`config.mk`:
```
export PLATFORM = sky130hd
export DESIGN_NAME = sqrt_settle_capture
export DESIGN_NICKNAME = d
export VERILOG_FILES = /design/src/rtl/sqrt_capture_pkg.sv /design/src/rtl/sqrt_settle_capture_ieee_to_fixed.sv /design/src/rtl/sqrt_settle_capture.sv
export SDC_FILE = /design/constraint.sdc
export NUM_CORES = 1
export LEC_CHECK = 0
export CAP_MARGIN = 20
export CORE_ASPECT_RATIO = 0.5
export CORE_UTILIZATION = 40
export DETAILED_ROUTE_END_ITERATION = 10
export MAX_ROUTING_LAYER = met4
export PLACE_DENSITY = 0.59
export SYNTH_ARGS = -nofsm -noshare
export SYNTH_HDL_FRONTEND = slang
export SYNTH_HIERARCHICAL = 1
export SYNTH_SLANG_ARGS = --single-unit
```
`constraint.sdc`:
```
create_clock -name clk_100k -period 8.6 [get_ports clk_100k]
set_clock_uncertainty 0.05 [all_clocks]
set_input_delay 1.72 -clock clk_100k [delete_from_list [all_inputs] [get_ports clk_100k]]
set_output_delay 1.72 -clock clk_100k [all_outputs]
set_load 0.02 [all_outputs]
```
`src/rtl/sqrt_capture_pkg.sv`:
```
// Shared types and IEEE-754 single-precision field constants for the
// square-root settle/capture block.
// Optional build macro: RESULT_ROUND_EN (round-half-up in ieee_to_fixed).
package sqrt_capture_pkg;

  // Capture controller states
  typedef enum logic [1:0] {
    ST_IDLE    = 2'd0,
    ST_TRACK   = 2'd1,
    ST_CONVERT = 2'd2,
    ST_HOLD    = 2'd3
  } state_t;

  // IEEE-754 single-precision field layout
  localparam int EXP_BIAS = 127;
  localparam int EXP_MSB  = 30;
  localparam int EXP_LSB  = 23;
  localparam int MAN_W    = 23;
  localparam int SIGN_BIT = 31;

  // Biased exponent reserved for Inf/NaN
  localparam logic [7:0] EXP_ALL_ONES = 8'hFF;

  // Biased exponent field of a single-precision word
  function automatic logic [7:0] ieee_exp(input logic [31:0] v);
    return v[EXP_MSB:EXP_LSB];
  endfunction

  // Significand with the hidden leading one restored
  function automatic logic [MAN_W:0] ieee_mant(input logic [31:0] v);
    return {1'b1, v[MAN_W-1:0]};
  endfunction

endpackage

```
`src/rtl/sqrt_settle_capture_ieee_to_fixed.sv`:
```
// Combinational IEEE-754 single -> unsigned fixed point (INT_W.FRAC_W).
// Negative inputs clamp to zero, zero/denormal exponents give zero, and
// Inf/NaN or values at or above 2^INT_W saturate to all ones.
// Optional build macro: RESULT_ROUND_EN -- when defined, rounds half-up on
// the first discarded bit; a carry out of the integer field saturates.
// When undefined the result is truncated toward zero.
module ieee_to_fixed
  import sqrt_capture_pkg::*;
#(
  parameter int INT_W  = 16,
  parameter int FRAC_W = 8
) (
  input  logic [31:0]       ieee,
  output logic [INT_W-1:0]  fix_int,
  output logic [FRAC_W-1:0] fix_frac,
  output logic              overflow,
  output logic              neg_clamp
);

  localparam int OUT_W   = INT_W + FRAC_W;
  // Room for the whole significand shifted to the top of the output field
  localparam int WIDE_W  = OUT_W + MAN_W + 2;
  localparam int SHIFT_W = 11;
  // Shift that places the significand LSB on the fixed-point grid:
  // e - bias - MAN_W + FRAC_W, folded into a single offset
  localparam logic signed [SHIFT_W-1:0] SHIFT_OFS = SHIFT_W'(EXP_BIAS + MAN_W - FRAC_W);
  // Smallest biased exponent whose value no longer fits in INT_W bits
  localparam logic [8:0] EXP_SAT = 9'(EXP_BIAS + INT_W);

  logic [7:0]                exp_f;
  logic [WIDE_W-1:0]         mant_ext;
  logic signed [SHIFT_W-1:0] shift_s;
  logic                      shift_left;
  logic [SHIFT_W-1:0]        shift_mag;
  logic [WIDE_W-1:0]         shifted;
  logic                      wide_ovf;
  logic [OUT_W:0]            rounded;
  logic                      carry_out;

  // Align the significand onto the fixed-point grid
  always_comb begin
    exp_f      = ieee_exp(ieee);
    mant_ext   = WIDE_W'(ieee_mant(ieee));
    shift_s    = $signed({3'b000, exp_f}) - SHIFT_OFS;
    shift_left = ~shift_s[SHIFT_W-1];
    shifted    = '0;
    shift_mag  = '0;
    if (shift_left) begin
      shift_mag = SHIFT_W'(shift_s);
      shifted   = mant_ext << shift_mag;
    end else begin
      shift_mag = SHIFT_W'(-shift_s);
      shifted   = mant_ext >> shift_mag;
    end
  end

  // Any bit above the output field means the value cannot be represented
  assign wide_ovf = |shifted[WIDE_W-1:OUT_W];

`ifdef RESULT_ROUND_EN
  logic [WIDE_W-1:0] round_mask;
  logic              round_bit;

  // First discarded bit sits one position above the shifted-out amount
  always_comb begin
    round_mask = '0;
    round_bit  = 1'b0;
    if (!shift_left) begin
      round_mask = WIDE_W'(1) << (shift_mag - SHIFT_W'(1));
      round_bit  = |(mant_ext & round_mask);
    end
  end

  assign rounded = {1'b0, shifted[OUT_W-1:0]} + {{OUT_W{1'b0}}, round_bit};
`else
  assign rounded = {1'b0, shifted[OUT_W-1:0]};
`endif

  assign carry_out = rounded[OUT_W];

  // Special-case selection: sign clamp beats saturation, zero exponent is zero
  always_comb begin
    fix_int   = '0;
    fix_frac  = '0;
    overflow  = 1'b0;
    neg_clamp = 1'b0;
    if (ieee[SIGN_BIT]) begin
      neg_clamp = 1'b1;
    end else if (exp_f == 8'h00) begin
      fix_int  = '0;
      fix_frac = '0;
    end else if ((exp_f == EXP_ALL_ONES) || ({1'b0, exp_f} >= EXP_SAT) ||
                 wide_ovf || carry_out) begin
      fix_int  = '1;
      fix_frac = '1;
      overflow = 1'b1;
    end else begin
      {fix_int, fix_frac} = rounded[OUT_W-1:0];
    end
  end

endmodule

```
`src/rtl/sqrt_settle_capture.sv`:
```
// Watches the IEEE single iteration stream of the square-root loop, decides
// when it has settled (or gives up after TIMEOUT cycles), converts the
// captured sample to unsigned fixed point and holds it on valid/ready.
// Optional build macro: RESULT_ROUND_EN (round-half-up instead of truncation).
module sqrt_settle_capture
  import sqrt_capture_pkg::*;
#(
  parameter int STABLE_CNT = 8,
  parameter int TIMEOUT    = 1023,
  parameter int CMP_LSB    = 4,
  parameter int INT_W      = 16,
  parameter int FRAC_W     = 8
) (
  input  logic              clk_100k,
  input  logic              reset_n,
  input  logic              start,
  input  logic [31:0]       ieee_in,
  output logic [INT_W-1:0]  result_int,
  output logic [FRAC_W-1:0] result_frac,
  output logic              result_valid,
  input  logic              result_ready,
  output logic              timeout,
  output logic              overflow,
  output logic              neg_clamp,
  output logic              busy
);

  localparam int CNT_W = $clog2(TIMEOUT + 1);
  localparam int CMP_W = 32 - CMP_LSB;
  localparam logic [CNT_W-1:0] STABLE_LAST = CNT_W'(STABLE_CNT - 1);
  localparam logic [CNT_W-1:0] CYCLE_LAST  = CNT_W'(TIMEOUT - 1);

  state_t state_reg, state_next;

  // Only the compared bits of the previous sample are worth keeping
  logic [CMP_W-1:0] prev_reg;
  logic [31:0]      cap_reg;
  logic             cap_timeout_reg;
  logic [CNT_W-1:0] stable_cnt_reg;
  logic [CNT_W-1:0] cycle_cnt_reg;

  logic match;
  logic settle_hit;
  logic timeout_hit;

  logic load_track;
  logic track_step;
  logic capture_now;
  logic convert_commit;
  logic handshake_done;

  logic [INT_W-1:0]  conv_int;
  logic [FRAC_W-1:0] conv_frac;
  logic              conv_overflow;
  logic              conv_neg_clamp;

  // Settle/timeout detection on the live sample
  assign match       = (ieee_in[31:CMP_LSB] == prev_reg);
  assign settle_hit  = match && (stable_cnt_reg == STABLE_LAST);
  assign timeout_hit = (cycle_cnt_reg == CYCLE_LAST);

  // State register
  always_ff @(posedge clk_100k or negedge reset_n) begin
    if (!reset_n) begin
      state_reg <= ST_IDLE;
    end else begin
      state_reg <= state_next;
    end
  end

  // Next-state logic; start restarts tracking from any state
  always_comb begin
    state_next = state_reg;
    if (start) begin
      state_next = ST_TRACK;
    end else begin
      case (state_reg)
        ST_IDLE:    state_next = ST_IDLE;
        ST_TRACK:   if (settle_hit || timeout_hit) state_next = ST_CONVERT;
        ST_CONVERT: state_next = ST_HOLD;
        ST_HOLD:    if (result_ready) state_next = ST_IDLE;
        default:    state_next = ST_IDLE;
      endcase
    end
  end

  // Output and datapath strobes decoded from the current state
  always_comb begin
    busy           = (state_reg == ST_TRACK) || (state_reg == ST_CONVERT);
    load_track     = start;
    track_step     = (state_reg == ST_TRACK) && !start;
    capture_now    = track_step && (settle_hit || timeout_hit);
    convert_commit = (state_reg == ST_CONVERT) && !start;
    handshake_done = (state_reg == ST_HOLD) && !start && result_ready;
  end

  // Stream tracking: previous sample and the two counters
  always_ff @(posedge clk_100k or negedge reset_n) begin
    if (!reset_n) begin
      prev_reg       <= '0;
      stable_cnt_reg <= '0;
      cycle_cnt_reg  <= '0;
    end else if (load_track) begin
      prev_reg       <= ieee_in[31:CMP_LSB];
      stable_cnt_reg <= '0;
      cycle_cnt_reg  <= '0;
    end else if (track_step) begin
      prev_reg       <= ieee_in[31:CMP_LSB];
      stable_cnt_reg <= match ? (stable_cnt_reg + CNT_W'(1)) : '0;
      cycle_cnt_reg  <= cycle_cnt_reg + CNT_W'(1);
    end
  end

  // Latch the full sample that ended tracking; settle wins over timeout
  always_ff @(posedge clk_100k or negedge reset_n) begin
    if (!reset_n) begin
      cap_reg         <= '0;
      cap_timeout_reg <= 1'b0;
    end else if (capture_now) begin
      cap_reg         <= ieee_in;
      cap_timeout_reg <= !settle_hit;
    end
  end

  ieee_to_fixed #(
    .INT_W  (INT_W),
    .FRAC_W (FRAC_W)
  ) u_conv (
    .ieee      (cap_reg),
    .fix_int   (conv_int),
    .fix_frac  (conv_frac),
    .overflow  (conv_overflow),
    .neg_clamp (conv_neg_clamp)
  );

  // Result registers: loaded in CONVERT, held through HOLD and beyond
  always_ff @(posedge clk_100k or negedge reset_n) begin
    if (!reset_n) begin
      result_int  <= '0;
      result_frac <= '0;
      timeout     <= 1'b0;
      overflow    <= 1'b0;
      neg_clamp   <= 1'b0;
    end else if (convert_commit) begin
      result_int  <= conv_int;
      result_frac <= conv_frac;
      timeout     <= cap_timeout_reg;
      overflow    <= conv_overflow;
      neg_clamp   <= conv_neg_clamp;
    end
  end

  // Valid flag: set by CONVERT, dropped by restart or by the handshake
  always_ff @(posedge clk_100k or negedge reset_n) begin
    if (!reset_n) begin
      result_valid <= 1'b0;
    end else if (load_track) begin
      result_valid <= 1'b0;
    end else if (convert_commit) begin
      result_valid <= 1'b1;
    end else if (handshake_done) begin
      result_valid <= 1'b0;
    end
  end

endmodule

```
==> After elaboration in Yosys (flattened, before gate mapping) <==
Cells that the tools add are included.
{ "totals": {"register_bits": 111, "output_inout_bits": 29, "elab_cells": 71} }
{ "op_classes": {"add_sub_neg": 4, "order_cmp": 1, "eq_ne": 9, "n_shift": 2, "muxes": 25, "n_reduce_logical": 18} }
{ "ops": {"columns": ["cell", "count"], "rows": [
  ["$mux 28", 2],
  ["$mux 10", 5],
  ["$mux 49", 1],
  ["$shl 24x11->49", 1],
  ["$shr 24x11->49", 1],
  ["$mux 16", 3],
  ["$eq 28x28->1", 1],
  ["$reduce_or 25->1", 1],
  ["$mux 8", 3],
  ["$add 10x1->10 const B", 2],
  ["$neg 11->11", 1],
  ["$eq 10x10->1 const B", 1],
  ["$eq 10x3->1 const B", 1],
  ["$sub 8x8->9 const B", 1],
  ["$eq 8x8->1 const B", 1],
  ["$ge 8x8->1 const B", 1],
  ["$logic_not 8->1", 1],
  ["$pmux 2 s4", 1],
  ["$mux 1", 7],
  ["$logic_and 1x1->1", 6],
  ["$mux 2", 3],
  ["$eq 2x2->1 const B", 2],
  ["$logic_or 1x1->1", 4],
  ["$ne 3x2->1 const B", 1],
  ["other kinds (7)", 8]
]} }

==> Logic depth before layout (Yosys ltp) <==
Gate-level depths: netlist of run 1.
{ "depth": {"word_depth": 9, "mapped_depth": 14, "ltp_nobuf": 10} }

==> Cells and area by module <==
The synthesis of run 1 kept the hierarchy.
{ "modules_own_cells": {"columns": ["mod", "instances", "cells_per_inst", "area_each_um2"], "rows": [
  ["sqrt_settle_capture", 1, 415, 4808.4],
  ["ieee_to_fixed", 1, 473, 3479.6]
]} }

==> Worst setup path after synthesis of run 1 <==
Ideal clock, no wire load.
{ "synth_path": {"path_kind": "input to register", "start": "input port ieee_in[14]", "end": "register state_reg[1]", "arrival_ns": 3.273, "t_required_ns": 8.424, "setup_slack_ns": 5.151, "path_stages": 5, "path_buffers": 0, "cell_sequence": "xor2_1 > or4_1 > or4_4 > and3_1 > a311o_1"} }
{ "synth_between": {"elab_chain_len": 5} }
{ "synth_lines": {"columns": ["item", "line", "rtl"], "rows": [
  ["start, declared", "sqrt_settle_capture.sv:17", "input logic [31:0] ieee_in,"],
  ["$eq 28x28->1", "sqrt_settle_capture.sv:58", "assign match = (ieee_in[31:CMP_LSB] == prev_reg);"],
  ["$logic_and 1x1->1", "sqrt_settle_capture.sv:59", "assign settle_hit = match && (stable_cnt_reg == STABLE_LAST);"],
  ["$logic_or 1x1->1", "sqrt_settle_capture.sv:79", "ST_TRACK: if (settle_hit || timeout_hit) state_next = ST_CONVERT;"],
  ["$ne 3x2->1 (no source line)", null, null],
  ["$reduce_and 2->1 (no source line)", null, null],
  ["end signal, assigned", "sqrt_settle_capture.sv:67", "state_reg <= state_next;"],
  ["end, declared", "sqrt_settle_capture.sv:33", "state_t state_reg, state_next;"]
]} }
No other way between the ends.
A chain may end at the register's enable or synchronous reset.

==> Worst setup path in the final report of run 1 <==
{ "layout_path": {"start": "register cap_reg[24]", "end": "register result_int[3]"} }
{ "layout_between": {"elab_chain_len": 9} }
{ "layout_lines": {"columns": ["item", "line", "rtl"], "rows": [
  ["start, declared", "sqrt_settle_capture.sv:37", "logic [31:0] cap_reg;"],
  ["start signal, assigned", "sqrt_settle_capture.sv:120", "cap_reg <= ieee_in;"],
  ["$sub 8x8->9", "sqrt_settle_capture_ieee_to_fixed.sv:44", "shift_s = $signed({3'b000, exp_f}) - SHIFT_OFS;"],
  ["$neg 11->11", "sqrt_settle_capture_ieee_to_fixed.sv:52", "shift_mag = SHIFT_W'(-shift_s);"],
  ["$shr 24x11->49", "sqrt_settle_capture_ieee_to_fixed.sv:53", "shifted = mant_ext >> shift_mag;"],
  ["$mux 49", "sqrt_settle_capture_ieee_to_fixed.sv:48", "if (shift_left) begin"],
  ["$reduce_or 25->1", "sqrt_settle_capture_ieee_to_fixed.sv:58", "assign wide_ovf = |shifted[WIDE_W-1:OUT_W];"],
  ["$logic_or 1x1->1", "sqrt_settle_capture_ieee_to_fixed.sv:92", "end else if ((exp_f == EXP_ALL_ONES) || ({1'b0, exp_f} >= EXP_SAT) ||"],
  ["$mux 16", "sqrt_settle_capture_ieee_to_fixed.sv:92", null],
  ["$mux 16 (*)", "sqrt_settle_capture_ieee_to_fixed.sv:89", "end else if (exp_f == 8'h00) begin"],
  ["$mux 16 (*)", "sqrt_settle_capture_ieee_to_fixed.sv:87", "if (ieee[SIGN_BIT]) begin"],
  ["named net conv_int[3]", "sqrt_settle_capture.sv:52", "logic [INT_W-1:0] conv_int;"],
  ["end signal, assigned", "sqrt_settle_capture.sv:145", "result_int <= conv_int;"],
  ["end, declared", "sqrt_settle_capture.sv:18", "output logic [INT_W-1:0] result_int,"]
]} }
Mark *: on every way through the listed nets, which the timed path passes. The rest lies on a longest branch.

==> flow_summary.yaml, run 1 <==
global_route:
  antenna_found_initial: 0
  track_usage_pct: 23.2
  grt_pass1_vias: 6615
  grt_max_degree: 66
  overflow: 0
  grt_pass1_wl_um: 37700
cells_and_area:
  finalNetCount: 960
  layout_commonest_cell: "nand2_1"
  largest_register_ffs: 32
  drive_gt1_share_pct: 16.9
  n_fill_cell: 1930
  stdcell_area_um2: 9370
  fin_cells: 1184
  antenna_cells: 0
  syn_to_final_growth_pct: 13.1
  multi_input_area_um2: 5130
  register_area_um2: 2780
  final_cell_mix: "nand2_1 (141), dfrtp_1 (110), mux2_2 (79)"
yosys:
  postSynth.asyncResetShare_pct: 100
  synth_top_flop_cell: "dfrtp_1"
  synth_cells: 888
  yosys.cell_types.count: 74
  synth_seq_cells: 111
  netlist_area_um2: 8290
  synth_edf_count: 0
  ys_warn_count: 6
  syn_nets: 935
  post_synth.cell_area_avg_um2: 9.33
  seq_area_frac_synth_pct: 33.5
die:
  std_cell_rows: 36
  fp.dieW_um: 206
  floorplan.initialDensity_pct: 41.7
  num_io_pins: 65
  die_area_um2: 21300
  core_area_um2: 19900
  fp.dieH_um: 104
setup_path:
  cp.required_ps: 8790
  rrSetupSlack_ps: 4080
  cp_slowest_stage_delay_ps: 620
  end_kind: "flip-flop"
  crit_path_cell_trace: "buf_4 > clkinv_1 > ha_1 > buf_4 > mux4_2 > nand2_1 > o21ai_0 > nand2_1 > o21ai_0 > a32oi_1 > a21oi_1 > mux2_2"
  cp_num_buf_inv: 3
  cp-start-kind: "flip-flop"
  cp.depth: 12
  cp.arrival_ps: 4710
  worst_path_dominant_cell_family: "buffers and inverters"
  reg2reg_depth: 12
  slowest_stage: "clkinv_1"
  critPathMaxFanout: 32
  path_class: "reg -> reg"
sta:
  slew_headroom_pct: 31.3
  fin_crit_ps: 4520
  worstMarginPinSlew_ps: 1030
  slew_violations: 0
  grt_setup_unrepaired: "no"
  fmax_mhz: 221
  min_period_over_period_pct: 52.5
  timing.setup.tns_ps: 0
  finalHoldViolCount: 0
  hold_ws_ps: 443
  setup_viol: 0
cts:
  clk_root_buffer_cell: "clkbuf_16"
  cts_hold_buf: 0
  clk-insertion-delay-late_ps: 360
  path_clk_slew_ps: 80
  cts_tree: "yes"
  cts_buffers: 9
  clock_path_buffers: 2
  htreeDepth: 3
  cts_sinks: 111
  cts_resized: 0
  cts_setup_buffers: 0
detailed_routing:
  first_pass_iters: 7
  viasPerCell: 5.89
  initialDrtViolationCount: 774
  routedWlPerCell_um: 19.5
  vias: 6968
  wirelength_um: 23100
  drc: 0
  ant_nets: 0
worst_hold_path:
  hp-class: "reg -> reg"
  holdPathStages: 2
place:
  port_buffers: 64
  placed_cell_area_um2: 9030
  dp_hpwl_um: 16800
  routabilityCongestion: 0.953
  dp.cells: 1168
power_and_ir_drop:
  irDropWorstVdd_mv: 0.112
  power.density_nw_per_um2: 142
  cellLeakagePower_nw: 3.88
status:
  status: "finished clean"
flow_run:
  cap_viol_max_count: 0
logic make-up after synthesis:
group / share of synthesized area (%)
simple gates: 18.3
compound gates: 15.1
mux: 21.2
flops: 33.5
buf+inv: 4.80
xor+xnor: 5.34
fa+ha+maj: 1.66
synth_stat cells, types with 15 or more instances:
master / count / area share (%)
a211oi_1: 17 / 1.5
a21oi_1: 45 / 2.7
a31oi_1: 19 / 1.4
buf_2: 15 / 0.91
clkbuf_1: 28 / 1.3
dfrtp_1: 111 / 34
mux2_2: 79 / 11
mux2i_1: 44 / 5.3
mux4_2: 18 / 4.9
nand2_1: 141 / 6.4
nand3_1: 25 / 1.5
nand4_1: 25 / 1.9
nor2_1: 45 / 2.0
o21ai_0: 37 / 2.2
xor2_1: 35 / 3.7
through the flow:
stage	setup slack [ps]	power [mW]	utilization [%]
6_report	4080	1.33	47.2
3_3_place_gp	3990	0.871	45.4
5_1_grt	3880	1.41	47.2
3_5_place_dp	4110	0.876	45.5
4_1_cts	4200	1.35	47.2
2_1_floorplan	5150	0.785	-
layout make-up:
cell class | count | share of cell area, %
clock buffer | 9 | 2.40
clock inverter | 7 | 1.20
inverter | 13 | 0.521
multi-input combinational | 700 | 54.7
sequential | 111 | 29.7
tap | 266 | 3.55
timing repair buffer | 78 | 7.93
worst paths after layout:
path	from	end
setup / recovery	cap_reg[24]	result_int[3]
hold / removal	prev_reg[17]	prev_reg[17]
setup reg to reg	cap_reg[24]	result_int[3]
hold reg to reg	prev_reg[17]	prev_reg[17]
max in group asynchronous	reset_n	result_int[10]
min in group asynchronous	reset_n	cap_reg[26]
worst register-to-register path: cells and delay by family, from the launching register on:
family,cells,cell delay [ps]
and+or+nand+nor,2,200
muxes,2,930
DFF,1,590
AOI/OAI and AO/OA,4,670
adders and majority gates,1,530
buffers and inverters,3,1430
metal layers:
layer / vias to the layer above / GRT usage, % / share of wire, %
met5: - / - / 0
met4: 0 / 3.92 / 0.82
met3: 13 / 4.59 / 5.5
met2: 187 / 33.6 / 44
met1: 3452 / 33.6 / 50
li1: 3316 / - / -
power breakdown:
group | internal, mW | leakage [nW] | total [mW] | switching [mW]
clock network | 0.262 | 0.161 | 0.471 | 0.209
registers | 0.573 | 1.49 | 0.614 | 0.0409
logic | 0.102 | 2.23 | 0.249 | 0.147
No activity file was read; power rests on OpenSTA's default activity.
==> inputs of run 2 (changes only) <==
- clock period: 8.6 -> 4.5 ns (I/O delays scaled with it)
==> run 2 against run 1 <==
Net effect: maximum frequency is 22% higher; largest cell class unchanged; setup slack got worse by 3300 ps; sequential power is 91% higher; global-route usage is 0.71 points higher; combinational power up 92%; critical endpoint is now result_int[11].
==> flow_summary.yaml, run 2 (synthesis results as in run 1) <==
status:
  status: "finished clean"
sta:
  grt_setup_unrepaired: "no"
  timing.setup.tns_ps: 0
  min_period_over_period_pct: 81.9
  hold_ws_ps: 440
  finalHoldViolCount: 0
  slew_violations: 0
  worstMarginPinSlew_ps: 947
  fmax_mhz: 271
  slew_headroom_pct: 36.9
  setup_viol: 0
  fin_crit_ps: 3690
  layout_setup_ws_ps: 813
power_and_ir_drop:
  total_power_mw: 2.52
  cellLeakagePower_nw: 3.90
  power.density_nw_per_um2: 268
  irDropWorstVdd_mv: 0.175
die:
  die_area_um2: 21300
  std_cell_rows: 36
  fp.dieH_um: 104
  floorplan.initialDensity_pct: 41.7
  core_area_um2: 19900
  fp.dieW_um: 206
  num_io_pins: 65
global_route:
  grt_max_degree: 72
  grt_pass1_vias: 6672
  track_usage_pct: 23.9
  antenna_found_initial: 0
  overflow: 0
  grt_pass1_wl_um: 38600
worst_hold_path:
  hold_start: "prev_reg[2]"
  hp-class: "reg -> reg"
  min_to: "prev_reg[2]"
  holdPathStages: 2
detailed_routing:
  routedWlPerCell_um: 20.1
  ant_nets: 0
  first_pass_iters: 5
  vias: 7043
  drc: 0
  wirelength_um: 23900
  viasPerCell: 5.92
  initialDrtViolationCount: 635
setup_path:
  cp-start-kind: "flip-flop"
  path_class: "reg -> reg"
  timing.rr.end: "result_int[11]"
  r2r_start: "cap_reg[24]"
  critPathMaxFanout: 22
  crit_path_cell_trace: "ha_1 > xor2_2 > buf_4 > mux2_2 > o211ai_1 > a21oi_1 > a41oi_1 > a21oi_1 > mux2_2"
  rrSetupSlack_ps: 810
  reg2reg_depth: 9
  cp.required_ps: 4700
  cp_slowest_stage_delay_ps: 630
  slowest_stage: "dfrtp_1"
  end_kind: "flip-flop"
  cp.arrival_ps: 3890
place:
  dp.cells: 1173
  pre_cts_ws_ps: 912
  routabilityCongestion: 0.995
  port_buffers: 64
  dp_hpwl_um: 17700
  placed_cell_area_um2: 9070
cells_and_area:
  drive_gt1_share_pct: 17.3
  largest_register_ffs: 32
  stdcell_area_um2: 9380
  final_cell_mix: "nand2_1 (141), dfrtp_1 (110), mux2_2 (79)"
  fin_cells: 1189
  layout_commonest_cell: "nand2_1"
  multi_input_area_um2: 5130
  syn_to_final_growth_pct: 13.2
  n_fill_cell: 1912
  register_area_um2: 2780
  antenna_cells: 0
  finalNetCount: 965
  fin_util_pct: 47.2
cts:
  cts_setup_buffers: 0
  cts_hold_buf: 0
  cts_sinks: 111
  cts_buffers: 9
  clock_path_buffers: 2
  htreeDepth: 3
  cts_tree: "yes"
  cts_resized: 0
  clk-insertion-delay-late_ps: 370
  path_clk_slew_ps: 80
  clk_root_buffer_cell: "clkbuf_16"
flow_run:
  cap_viol_max_count: 0
==> run 2: cell count changes in the layout (fill, tap and decap cells not counted) <==
cell and delta:
buf_4 +5, inv_8 +2, bufinv_16 -1, clkinv_2 +1
clkinv_8 -1, clkinvlp_4 -1
==> run 2: how the worst max path moves through the flow <==
stage                endpoint  depth (start not counted)         from
2_1_floorplan   result_int[3]                         13  cap_reg[24]
3_3_place_gp     state_reg[1]                          7  ieee_in[24]
3_5_place_dp     state_reg[1]                          7  ieee_in[24]
4_1_cts        result_int[11]                          9  cap_reg[24]
5_1_grt        result_int[11]                          9  cap_reg[24]
6_report       result_int[11]                          9  cap_reg[24]
==> run 2: area by class of cell <==
cell class | instances | share of cell area, %
inverter | 13 | 0.520
clock buffer | 9 | 2.40
timing repair buffer | 83 | 8.32
tap | 266 | 3.55
clock inverter | 7 | 0.920
multi-input combinational | 700 | 54.7
sequential | 111 | 29.6
==> run 2: worst max-delay path, delay by kind of cell (launching register included) <==
kind	cells	cell delay, ps
AOI/OAI and AO/OA	4	780
xor gates and xnor gates	1	540
adders and majority gates	1	540
buffers and inverters	1	370
DFF	1	630
muxes	2	660
==> run 2: where the power goes <==
group          internal (mW)  switching [mW]  total, mW
logic                  0.195           0.281      0.477
registers               1.09          0.0783       1.17
clock network          0.447           0.421      0.868
==> run 2: layer usage <==
| layer | global-route usage [%] | up-vias | share of wire (%) |
|---|---|---|---|
| met3 | 3.90 | 14 | 6.1 |
| met4 | 2.91 | 0 | 0.67 |
| met5 | - | - | 0 |
| li1 | - | 3331 | - |
| met1 | 34.9 | 3467 | 48 |
| met2 | 35.4 | 231 | 45 |
